## config.mk

```make
export PLATFORM = sky130hd
export DESIGN_NAME = pc_seq
export DESIGN_NICKNAME = d
export VERILOG_FILES = /design/src/rtl/pc_pkg.sv /design/src/rtl/pc_ras.sv /design/src/rtl/pc_seq.sv
export SDC_FILE = /design/constraint.sdc
export NUM_CORES = 1
export LEC_CHECK = 0
export BUFFER_PORTS_ARGS = -buffer_cell sky130_fd_sc_hd__buf_2
export CAP_MARGIN = 25
export CORE_MARGIN = 10
export CORE_UTILIZATION = 52
export DETAILED_ROUTE_END_ITERATION = 16
export GPL_ROUTABILITY_DRIVEN = 1
export GPL_TIMING_DRIVEN = 0
export MAX_ROUTING_LAYER = met4
export PLACE_DENSITY = 0.74
export SLEW_MARGIN = 20
export SYNTH_ARGS = -nofsm -noshare
export SYNTH_HDL_FRONTEND = slang
export SYNTH_HIERARCHICAL = 1
export SYNTH_SLANG_ARGS = --single-unit
```

## constraint.sdc

```tcl
create_clock -name CLK -period 5.62 [get_ports CLK]
set_input_delay 0.281 -clock CLK [delete_from_list [all_inputs] [get_ports CLK]]
set_output_delay 0.281 -clock CLK [all_outputs]
set_load 0.01 [all_outputs]
```

## src/rtl/pc_pkg.sv

```systemverilog
// pc_pkg: shared definitions for the program-counter sequencer.
//   br_cond_e            branch condition codes (funct3 encoding)
//   DEFAULT_RESET_VECTOR PC loaded on reset unless overridden
//   branch_taken()       resolves a condition code against the ALU flags
package pc_pkg;

    typedef enum logic [2:0] {
        BrEq  = 3'b000,  // taken on zero
        BrNe  = 3'b001,  // taken on not zero
        BrRs2 = 3'b010,  // reserved, never taken
        BrRs3 = 3'b011,  // reserved, never taken
        BrLt  = 3'b100,  // taken on negative
        BrGe  = 3'b101,  // taken on not negative
        BrLtu = 3'b110,  // taken on carry
        BrGeu = 3'b111   // taken on not carry
    } br_cond_e;

    localparam logic [31:0] DEFAULT_RESET_VECTOR = 32'h0000_0000;

    function automatic logic branch_taken(input logic [2:0] cond, input logic zero,
                                          input logic neg, input logic carry);
        logic taken;
        taken = 1'b0;
        case (cond)
            BrEq:    taken = zero;
            BrNe:    taken = !zero;
            BrLt:    taken = neg;
            BrGe:    taken = !neg;
            BrLtu:   taken = carry;
            BrGeu:   taken = !carry;
            default: taken = 1'b0;
        endcase
        return taken;
    endfunction

endpackage

```

## src/rtl/pc_ras.sv

```systemverilog
// pc_ras: circular return-address stack.
//   clk, reset  clock and synchronous active-high reset (clears occupancy)
//   push, pop   push din / pop top; both on a non-empty stack replaces the top
//   din, dout   entry to push / current top entry
//   empty, full occupancy status derived from the registered count
// A push onto a full stack overwrites the oldest entry; the count saturates.
module pc_ras #(
    parameter int unsigned RAS_DEPTH = 4,
    parameter int unsigned XLEN      = 32
) (
    input  logic            clk,
    input  logic            reset,
    input  logic            push,
    input  logic            pop,
    input  logic [XLEN-1:0] din,
    output logic [XLEN-1:0] dout,
    output logic            empty,
    output logic            full
);

    localparam int unsigned PtrW = $clog2(RAS_DEPTH);
    localparam int unsigned CntW = PtrW + 1;

    logic [XLEN-1:0] mem_q [RAS_DEPTH];
    logic [PtrW-1:0] top_q;
    logic [CntW-1:0] cnt_q;

    assign dout  = mem_q[top_q];
    assign empty = (cnt_q == '0);
    assign full  = (cnt_q == CntW'(RAS_DEPTH));

    always_ff @(posedge clk) begin
        if (reset) begin
            top_q <= '0;
            cnt_q <= '0;
        end else if (push && pop && !empty) begin
            mem_q[top_q] <= din;
        end else if (pop && !empty) begin
            top_q <= top_q - PtrW'(1);
            cnt_q <= cnt_q - CntW'(1);
        end else if (push) begin
            // Pointer wraps, so a full stack silently drops its oldest entry.
            top_q                  <= top_q + PtrW'(1);
            mem_q[top_q + PtrW'(1)] <= din;
            if (!full) begin
                cnt_q <= cnt_q + CntW'(1);
            end
        end
    end

endmodule

```

## src/rtl/pc_seq.sv

```systemverilog
// pc_seq: program-counter sequencer with return-address stack and
// misaligned-target trap.
//   CLK, Reset           clock, synchronous active-high reset
//   stall                hold PC and RAS
//   jmpFlag/jmpAddress   absolute jump
//   branchFlag/branchCond/zeroFlag/negFlag/carryFlag/branchOffset  relative branch
//   rasPush, rasPop      call/return hints
//   addr, retAddr        current PC and PC+4
//   rasEmpty, rasFull    stack occupancy
//   misalign             sticky trap, cleared only by Reset
//   resetControl         high during Reset and one cycle after it
module pc_seq import pc_pkg::*; #(
    parameter int unsigned     XLEN         = 32,
    parameter logic [XLEN-1:0] RESET_VECTOR = XLEN'(DEFAULT_RESET_VECTOR),
    parameter int unsigned     RAS_DEPTH    = 4
) (
    input  logic            CLK,
    input  logic            Reset,
    input  logic            stall,
    input  logic            jmpFlag,
    input  logic [XLEN-1:0] jmpAddress,
    input  logic            branchFlag,
    input  logic [2:0]      branchCond,
    input  logic            zeroFlag,
    input  logic            negFlag,
    input  logic            carryFlag,
    input  logic [XLEN-1:0] branchOffset,
    input  logic            rasPush,
    input  logic            rasPop,
    output logic [XLEN-1:0] addr,
    output logic [XLEN-1:0] retAddr,
    output logic            rasEmpty,
    output logic            rasFull,
    output logic            misalign,
    output logic            resetControl
);

    logic [XLEN-1:0] addr_q, addr_d;
    logic [XLEN-1:0] target;
    logic [XLEN-1:0] ras_top;
    logic            misalign_q, misalign_d;
    logic            reset_dly_q;
    logic            advance;
    logic            bad_target;
    logic            ras_push, ras_pop;

    assign addr         = addr_q;
    assign retAddr      = addr_q + XLEN'(4);
    assign misalign     = misalign_q;
    assign resetControl = Reset | reset_dly_q;

    always_comb begin
        target = retAddr;
        if (jmpFlag) begin
            target = jmpAddress;
        end else if (rasPop && !rasEmpty) begin
            target = ras_top;
        end else if (branchFlag && branch_taken(branchCond, zeroFlag, negFlag, carryFlag)) begin
            target = addr_q + branchOffset;
        end

        bad_target = (target[1:0] != 2'b00);
        advance    = !misalign_q && !stall;

        addr_d     = addr_q;
        misalign_d = misalign_q;
        if (advance) begin
            if (bad_target) begin
                misalign_d = 1'b1;
            end else begin
                addr_d = target;
            end
        end

        // Stack updates only commit alongside a PC update that actually loads.
        ras_push = advance && !bad_target && rasPush;
        ras_pop  = advance && !bad_target && rasPop && !rasEmpty;
    end

    always_ff @(posedge CLK) begin
        if (Reset) begin
            addr_q     <= RESET_VECTOR;
            misalign_q <= 1'b0;
        end else begin
            addr_q     <= addr_d;
            misalign_q <= misalign_d;
        end
        reset_dly_q <= Reset;
    end

    pc_ras #(
        .RAS_DEPTH (RAS_DEPTH),
        .XLEN      (XLEN)
    ) u_ras (
        .clk   (CLK),
        .reset (Reset),
        .push  (ras_push),
        .pop   (ras_pop),
        .din   (retAddr),
        .dout  (ras_top),
        .empty (rasEmpty),
        .full  (rasFull)
    );

endmodule

```

Word level (Yosys, flattened, before mapping)
Memory sizes are Yosys's and may differ from the RTL's. A register that Yosys moved wholly into a read port is not among the register bits.
Cells that the tools add are included.
- logic and storage cells: 72
- output and inout port bits: 68
- RAM bits: 128
- memories kept: 1
- input port bits: 77
- register bits after elaboration: 39
- memories (memory ; words ; width ; read ports ; clocked after Yosys merged registers in ; wr ports ; RTL line ; RTL):
    u_ras.mem_q ; 4 ; 32 ; 1 ; 1 ; 1 ; pc_ras.sv:24 ; logic [XLEN-1:0] mem_q [RAS_DEPTH];
- reduce and logical (&&, ||, !) cells: 26
- add/sub/neg operators: 6
- mux-type cells: 24
- equality and inequality tests: 7
- bitwise logic cells: 3
- operators by type and width (cell ; count):
    32-bit 2-to-1 mux ; 4
    32-bit by 3-bit adder with 32-bit output (second input constant) ; 1
    32-bit adder ; 1
    32-bit OR reduction ; 1
    3-bit == test (second input constant) ; 5
    1-bit 2-to-1 mux ; 11
    1-bit logical AND ; 10
    2-bit 2-to-1 mux ; 5
    3-bit 2-to-1 mux ; 3
    1-bit zero test ; 7
    3-bit zero test ; 2
    1-bit case mux with 6 select lines ; 1
    2-bit AND reduction ; 3
    2-bit nonzero test ; 2
    3-bit by 1-bit adder with 3-bit output (second input constant) ; 1
    3-bit by 1-bit == test with 1-bit output (second input constant) ; 1
    3-bit AND reduction ; 1
    3-bit by 1-bit subtractor with 3-bit output (second input constant) ; 1
    2-bit by 1-bit adder with 2-bit output (second input constant) ; 1
    2-bit by 1-bit != test with 1-bit output (second input constant) ; 1
    1-bit NOT ; 2
    2-bit by 1-bit subtractor with 2-bit output (second input constant) ; 1
    1-bit bitwise OR ; 1

Logic depth before layout (Yosys ltp)
Gate-level depths: netlist of the first run.
- depth after elaboration: 21
- gate-level depth with buffers: 15

Modules after synthesis
The synthesis of the first run kept the hierarchy.
- modules (own cells, without submodules) (module ; instances ; area an instance (µm²) ; cells an instance ; sequential area each (µm²)):
    pc_ras ; 1 ; 5096.1 ; 229 ; 3983.8
    pc_seq ; 1 ; 4372.9 ; 631 ; 680.7

Least setup slack after synthesis of the first run
Ideal clock, no wire load.
- path type: reg-to-reg
- start point: reg (tool-made name)
- end point: mem u_ras.mem_q[1][0] (enable)
- data arrival time: 5.043 ns
- required time: 5.152 ns
- setup slack: 0.109 ns
- stages on the path, launching flop included: 12
- library setup time: 0.468 ns
- cells stage by stage: dfxtp_1 -> buf_2 -> buf_4 -> mux4_2 -> or3_1 -> a31o_2 -> clkbuf_1 -> nor2_1 -> buf_2 -> o31a_4 -> xnor2_2 -> nor3b_1
- RTL lines (element ; RTL line):
    end, declared ; pc_ras.sv:24

==> results.md, run 1 <==
* Critical path data arrival time at roughly 5.2 ns
* Worst path required time at 5.76 ns
* CTS clk-pin slew, worst paths at ~0.070 ns
* Hold Path Stages at 3
* First-pass GRT wire length at 44100 um
* Reg2reg end: u_ras/mem_q[1][7]
* Die area at around 0.024 sq mm
* Nets@finish at around 1100
* Vias in the first global route at ~8000
* CTS Sinks at 169
* Final hold violations at 0
* Largest net degree at the start of global routing at 21
* Worst-case clock skew at 0.00883 ns
* Period utilization at 0.900
* Layout area overhead at 18.0%
* DR vias at 7937
* Sequential fraction of design power at 0.460
* Switching part of the total power at 0.283
* Syn_nets at between 900 and 1000
* Post-Syn Instances at 860
* Grt ovf at 0
* Internal portion of total power at 0.00220 W
* Tot GR Track Use at 0.243
* Distinct cells, synth at 70
* Status: finished clean
* Comb power frac at 0.175
* Post-CTS Repair Setup Buffers at 0
* Post-synth EDFFs at about 130
* Final setup fails at 0
* Average size of a mapped cell at 11.0 sq um
* Clk buf depth at 2
* Clock Tree Root: clkbuf_16
* Vias per std cell at 6.24
* IO Port Bufs at between 100 and 150
* Commonest non-fill, non-tap cells in the layout: 149 x buf_2, 128 x edfxtp_1, 73 x nand2_1, 65 x a21oi_1, 60 x nor2_1
* Post-synthesis async set-or-reset flop share at 0
* Slew @ Worst Pin at between 0.8 and 0.9 ns
* Count of state elements after synthesis at 169
* Synthesized area at 0.00947 sq mm
* Cell row count at a little under 50
* Crit. End Element: register
* Synth top area cells: edfxtp_1 41%, dfxtp_1 8.7%, mux4_2 7.6%, ha_1 4.2%, a21oi_1 3.5%
* Die Height at 155 um
* Share of power burned in the clock network at 0.366
* Worst skew pair latency at 0.43 ns
* Pre-CTS WS at 0.653 ns
* Ys Warns at 6
* Worst Hold Path EP: addr[11]
* I/O pin count at 145
* WL final at 29000 um
* Total power at 0.00307 W
* Post-CTS sizing at 0
* Diode count at 0
* Drt first-iter violations at 766
* TritonCTS clock tree: built
* Hold WC Path Type: in -> reg
* Post-synth top area cell: edfxtp_1
* Slew margin rel. at 0.452
* Final Max Tran Viols at 0
* Critical path class: reg -> reg
* Chip width at roughly 150 um
* P per Cell Area at 275 mW/mm^2
* Area share of the largest cell type after synthesis at 0.406
* Register-to-Register Path Depth at 13
* Post-synthesis sequential area ratio at 0.493
* Main synth FF type: edfxtp_1
* Switching power at 0.000868 W
* PnR worst setup slack at between 0.5 and 0.6 ns
* Setup_tns at 0 ns
* Cts hold-fix bufs at 1
* Number of max-cap violations at 0
* Crit path time final at 5.06 ns
* Layout cells sized above 1 at 0.231
* Most common cell after layout, fill and taps aside: buf_2
* Hpwl dp at 21800 um
* Min-Delay Startpoint: jmpAddress[11]
* Maximum fanout along the worst path at 10
* # DRC at 0
* LEAKAGE at 4.34 nW
* Initial antenna violation count at 0
* Fmax at 0.198 GHz
* Initial Util at 0.527
* Drt pass-1 iters at 6
* Core area at approximately 0.018 sq mm
* RSZ-0062 raised after global routing: no
* Routability Congestion at 0.974
* Startpoint type of the worst setup path: register
* Routed wire per std cell at between 20 and 25 um
* Total CTS buffers at 17
* Routed Antenna Nets at 0
* Max VDD drop at around 0.26 mV
* Worst reg2reg setup slack at 0.56 ns
* H-tree levels at 4
synth_stat cells, drive strengths merged (6+ instances only):
master,number
a211oi,18
a21o,14
a21oi,67
a311oi,7
a31oi,14
and2,12
and3,18
buf,17
clkbuf,32
dfxtp,41
edfxtp,128
ha,32
inv,15
mux2i,6
mux4,32
nand2,73
nand3,32
nand4,11
nor2,60
nor3,13
o211ai,15
o21ai,46
o21bai,7
o22ai,10
o31ai,8
or3,6
xnor2,38
xor2,16
cell families (layout without fill, tap and decap cells):
logic type	Yosys count	in the layout	share of synthesized area
AOI/OAI and AO/OA	241	241	0.164
xor gates and xnor gates	54	54	0.0507
adders and majority gates	34	34	0.0465
buffers and inverters	64	247	0.0285
DFF	169	169	0.493
muxes	39	39	0.0836
and+or+nand+nor	259	259	0.134
routing by layer:
layer	GRT usage	up-vias	share of wire
met5	-	-	0
met4	0.0864	0	0.025
met3	0.0612	67	0.099
met2	0.378	422	0.48
met1	0.303	3788	0.40
li1	-	3660	-
worst max-delay path, stage by stage (launching register included):
cell and delay (ns):
dfxtp_1 0.47, buf_1 0.58, mux4_2 0.41, or3_1 0.46
a31o_2 0.36, clkbuf_1 0.33, nor2_1 0.29, buf_2 0.26
o31a_4 0.22, xnor2_2 0.13, nor3b_2 0.56, buf_4 0.29
buf_4 0.19, buf_4 0.20
worst max path at each step:
stage,start,end,slack (ns),depth (start not counted)
final,register,u_ras/mem_q[1][7],0.56,13
after CTS,register,u_ras/mem_q[1][7],0.60,13
after global routing,register,u_ras/mem_q[1][5],0.36,12
after floorplan,register,u_ras/mem_q[1][0],0.11,11
after detailed placement,register,u_ras/mem_q[1][5],0.65,13
after global placement,register,u_ras/mem_q[1][2],-2.34,10
cell type report:
| cell class | instances | area (sq um) |
|---|---|---|
| sequential | 169 | 4660 |
| buffer | 49 | 211 |
| multi-input combinational | 627 | 4560 |
| tap | 229 | 287 |
| inverter | 15 | 58.8 |
| clock inverter | 14 | 134 |
| clock buffer | 18 | 429 |
| timing repair buffer | 151 | 830 |
| fill | 1502 | 6790 |
power groups by stage:
stage | Clock, W | Sequential (W) | Combinational, W
floorplan | 0 | 0.00144 | 0.000337
global placement | 0 | 0.00144 | 0.000520
detailed placement | 0 | 0.00144 | 0.000525
CTS | 0.00113 | 0.00141 | 0.000530
global route | 0.00119 | 0.00141 | 0.000587
finish | 0.00112 | 0.00141 | 0.000536
registers in the layout (all words and copies together) (netlist names), named ones only:
register     count
reset_dly_q      1
u_ras/mem_q    128
addr            32
u_ras/cnt_q      3
misalign         1
u_ras/top_q      2
stage by stage:
step                area, sq um   util  hold WS, ns  std cells
floorplan                  9470      -        0.309        860
global placement          10500  0.583        0.415       1232
detailed placement        10600  0.590        0.418       1239
CTS                       11200  0.622        0.143       1272
global route              11200  0.622        0.177       1272
finish                    11200  0.622        0.160       1272
No activity file was read; power rests on OpenSTA's default activity.
==> run 2: changes to the inputs <==
--- a/config.mk
+++ b/config.mk
@@ -5,10 +5,11 @@
 export SDC_FILE = /design/constraint.sdc
 export NUM_CORES = 1
 export LEC_CHECK = 0
+export ABC_AREA = 1
 export BUFFER_PORTS_ARGS = -buffer_cell sky130_fd_sc_hd__buf_2
 export CAP_MARGIN = 25
 export CORE_MARGIN = 10
-export CORE_UTILIZATION = 52
+export CORE_UTILIZATION = 53
 export DETAILED_ROUTE_END_ITERATION = 16
 export GPL_ROUTABILITY_DRIVEN = 1
 export GPL_TIMING_DRIVEN = 0
==> run 2 against run 1 <==
Against the previous run:
- clock-buffer cell count decreased by 1
- fmax rose by 18%
- clock power about the same
- area after synthesis increased by 11%
- register-to-register slack improved by 0.78 ns
- combinational power grew 52%
- hold slack worse by 0.080 ns
- via count is 26% higher
- critical path type unchanged
- largest cell class is now multi-input gates
- largest power group unchanged
- highest routed layer unchanged
==> results.md, run 2 <==
* Slew margin rel. at 0.526 (+0.0738)
* Clk buf depth at 2 (unchanged)
* Total CTS buffers at 17 (unchanged)
* Post-CTS Repair Setup Buffers at 0 (unchanged)
* Hpwl dp at 27100 um (+24%)
* # DRC at 0 (unchanged)
* CTS Sinks at 169 (unchanged)
* Largest net degree at the start of global routing at 21 (unchanged)
* Crit path time final at 4.27 ns (-0.782 ns)
* Drt first-iter violations at 936 (+22%)
* Worst reg2reg setup slack at 1.35 ns (+0.78 ns)
* Buffers plus inverters on the worst setup path at 4 (-2)
* Final setup fails at 0 (unchanged)
* Die area at 0.0258 sq mm (+7.3%)
* Nets@finish at 1626 (+43%)
* IO Port Bufs at 144 (+0.70%)
* DR vias at 10000 (+26%)
* # fillers at 1754 (+17%)
* Critical path class: reg -> reg
* Chip width at 161 um (+3.6%)
* Post-Syn Instances at 1348 (+57%)
* R2R Path Start: addr[0]
* Maximum fanout along the worst path at 19 (+9)
* Post-CTS sizing at 0 (unchanged)
* Startpoint type of the worst setup path: register
* Worst-case clock skew at 0.0125 ns (+0.00363 ns)
* Final Max Tran Viols at 0 (unchanged)
* TritonCTS clock tree: built
* Most common cell after layout, fill and taps aside: nand2_1
* Fmax at 0.234 GHz (+18%)
* Synthesized area at 0.0105 sq mm (+11%)
* Share of power burned in the clock network at 0.328 (-0.038)
* Layout area overhead at 16.7%
* Delay-heaviest family, CP: simple AND/OR/NAND/NOR gates
* Post-synthesis async set-or-reset flop share at 0 (unchanged)
* Number of max-cap violations at 0 (unchanged)
* Hold WC Path Type: in -> reg
* Number of flip-flops in the largest register at 128 (unchanged)
* Count of state elements after synthesis at 169 (unchanged)
* Tot GR Track Use at 0.270 (+0.0265)
* Post-synthesis sequential area ratio at 0.446 (-0.0469)
* Sequential cell area at 0.00466 sq mm (unchanged)
* Routed wire per std cell at 19.5 um (-14%)
* Routability Congestion at 1.04 (+6.6%)
* Min-Delay Startpoint: Reset
* DP Area at 0.0117 sq mm (+9.9%)
* CP startpoint: addr[0]
* Core area at 0.0195 sq mm (+8.3%)
* Cts hold-fix bufs at 0 (-1)
* CTS clk-pin slew, worst paths at 0.06 ns (about the same)
* Status: finished clean
* GR Layer Usage met2 at 0.431 (+0.0527)
* Placed cell count at 1761 (+42%)
* Layout cells sized above 1 at 0.172 (-0.0589)
* Slew @ Worst Pin at 0.706 ns (-0.114 ns)
* WL final at 35100 um (+21%)
* Vias per std cell at 5.58 (-11%)
* Largest Register: u_ras/mem_q
* Drt pass-1 iters at 7 (+1)
* RSZ-0062 raised after global routing: no
* Main synth FF type: edfxtp_1
* Switching part of the total power at 0.327 (+0.0441)
* Comb power frac at 0.242 (+0.067)
* Cell row count at 51 (+4.1%)
* Setup_tns at 0 ns (unchanged)
* Worst path required time at 5.75 ns (about the same)
* Slowest cell delay on critical path at 0.60 ns (+0.02 ns)
* Clock Tree Root: clkbuf_16
* Total power at 0.00336 W (+9.4%)
* Crit. End Element: register
* H-tree levels at 4 (unchanged)
* Post-synth top area cell: edfxtp_1
* I/O pin count at 145 (unchanged)
* Routed Antenna Nets at 0 (unchanged)
* Layout Cells excl Fill at 1793 (+41%)
* Average size of a mapped cell at 7.76 sq um (-29%)
* Synth top area cells: edfxtp_1 37%, nand2_1 12%, dfxtp_1 7.8%, nor2_1 6.6%, inv_1 4.6%
* Commonest non-fill, non-tap cells in the layout: 348 x nand2_1, 179 x nor2_1, 162 x buf_2, 129 x inv_1, 128 x edfxtp_1
* P per Cell Area at 275 mW/mm^2 (+0.20%)
* Critical path data arrival time at 4.41 ns (-0.79 ns)
* Sequential fraction of design power at 0.430 (-0.030)
* Initial antenna violation count at 0 (unchanged)
* Count leader, synth: nand2_1
* Met3 usage at 0.0371 (-0.0241)
* Switching power at 0.00110 W (+26%)
* Worst path slowest cell: dfxtp_1
* Period utilization at 0.761 (-0.139)
* Post-synth EDFFs at 128 (unchanged)
* Core Util, Final at 0.627 (+0.00505)
* Area of the multi-input gates at 0.00509 sq mm (+11%)
* Final hold violations at 0 (unchanged)
* Worst skew pair latency at 0.43 ns (about the same)
* Initial Util at 0.538 (+0.0106)
* Area share of the largest cell type after synthesis at 0.367 (-0.0386)
* Diode count at 0 (unchanged)
* Syn_nets at 1459 (+50%)
* Post-synth top cells: 348 x nand2_1, 183 x nor2_1, 129 x inv_1
* Internal portion of total power at 0.00226 W (+2.7%)
* Max VDD drop at 0.221 mV (-16%)
* CP Cell Sequence: ha_1 > fa_1 > nor2_1 > nand3_1 > nand2_1 > nand2_1 > nand2_2 > nand3_4 > buf_2 > nor2_1 > inv_2 > nor2_4 > nand2_4 > o21ai_2 > inv_2 > nor2_4 > buf_16
* First-pass GRT wire length at 52900 um (+20%)
* Vias in the first global route at 9554 (+23%)
* Grt ovf at 0 (unchanged)
* Die Height at 161 um (+3.6%)
* LEAKAGE at 5.49 nW (+27%)
* GRT met1 Usage at 0.351 (+0.0478)
* Ys Warns at 6 (unchanged)
* Finished Cell Area at 0.0122 sq mm (+9.2%)
* Grt peak-use layer: met2
* Distinct cells, synth at 44 (-37%)
## run 2: layer usage
| layer | part of all wire | vias to the layer above |
|---|---|---|
| met5 | 0 | - |
| li1 | - | 4825 |
| met2 | 0.48 | 532 |
| met3 | 0.083 | 59 |
| met1 | 0.42 | 4595 |
| met4 | 0.022 | 0 |
## run 2: power groups by stage
stage	Clock, W	Combinational [W]	Sequential (W)
2_1_floorplan	0	0.000502	0.00146
3_3_place_gp	0	0.000769	0.00147
3_5_place_dp	0	0.000787	0.00147
4_1_cts	0.00110	0.000795	0.00144
5_1_grt	0.00115	0.000889	0.00145
6_report	0.00110	0.000814	0.00144
## run 2: per-stage QoR
stage | setup WS [ns] | hold WS (ns)
finish | 1.35 | 0.0804
detailed placement | 1.43 | 0.484
CTS | 1.40 | 0.0759
floorplan | 1.27 | 0.309
global route | 1.10 | 0.0785
global placement | -0.186 | 0.471
## run 2: area by class of cell
cell class / count / share of cell area
multi-input cells: 996 / 0.417
flip-flops and latches: 169 / 0.382
repair buffers: 148 / 0.0681
inverters: 136 / 0.0418
clock buffers: 17 / 0.0348
well taps: 265 / 0.0272
plain buffers: 47 / 0.0191
clock inverters: 15 / 0.0102
## run 2: worst paths after layout
kind | cells after the start | end
setup / recovery | 17 | u_ras/mem_q[3][10]
hold / removal | 1 | reset_dly_q
setup reg to reg | 17 | u_ras/mem_q[3][10]
hold reg to reg | 2 | misalign
## run 2: cells by family (layout without fill, tap and decap cells)
kind of cell,Yosys count,after routing,synth area share
simple gates,683,683,0.285
xor+xnor,36,36,0.0316
fa+ha+maj,34,34,0.0421
compound gates,243,243,0.125
flops,169,169,0.446
buf+inv,183,363,0.0710
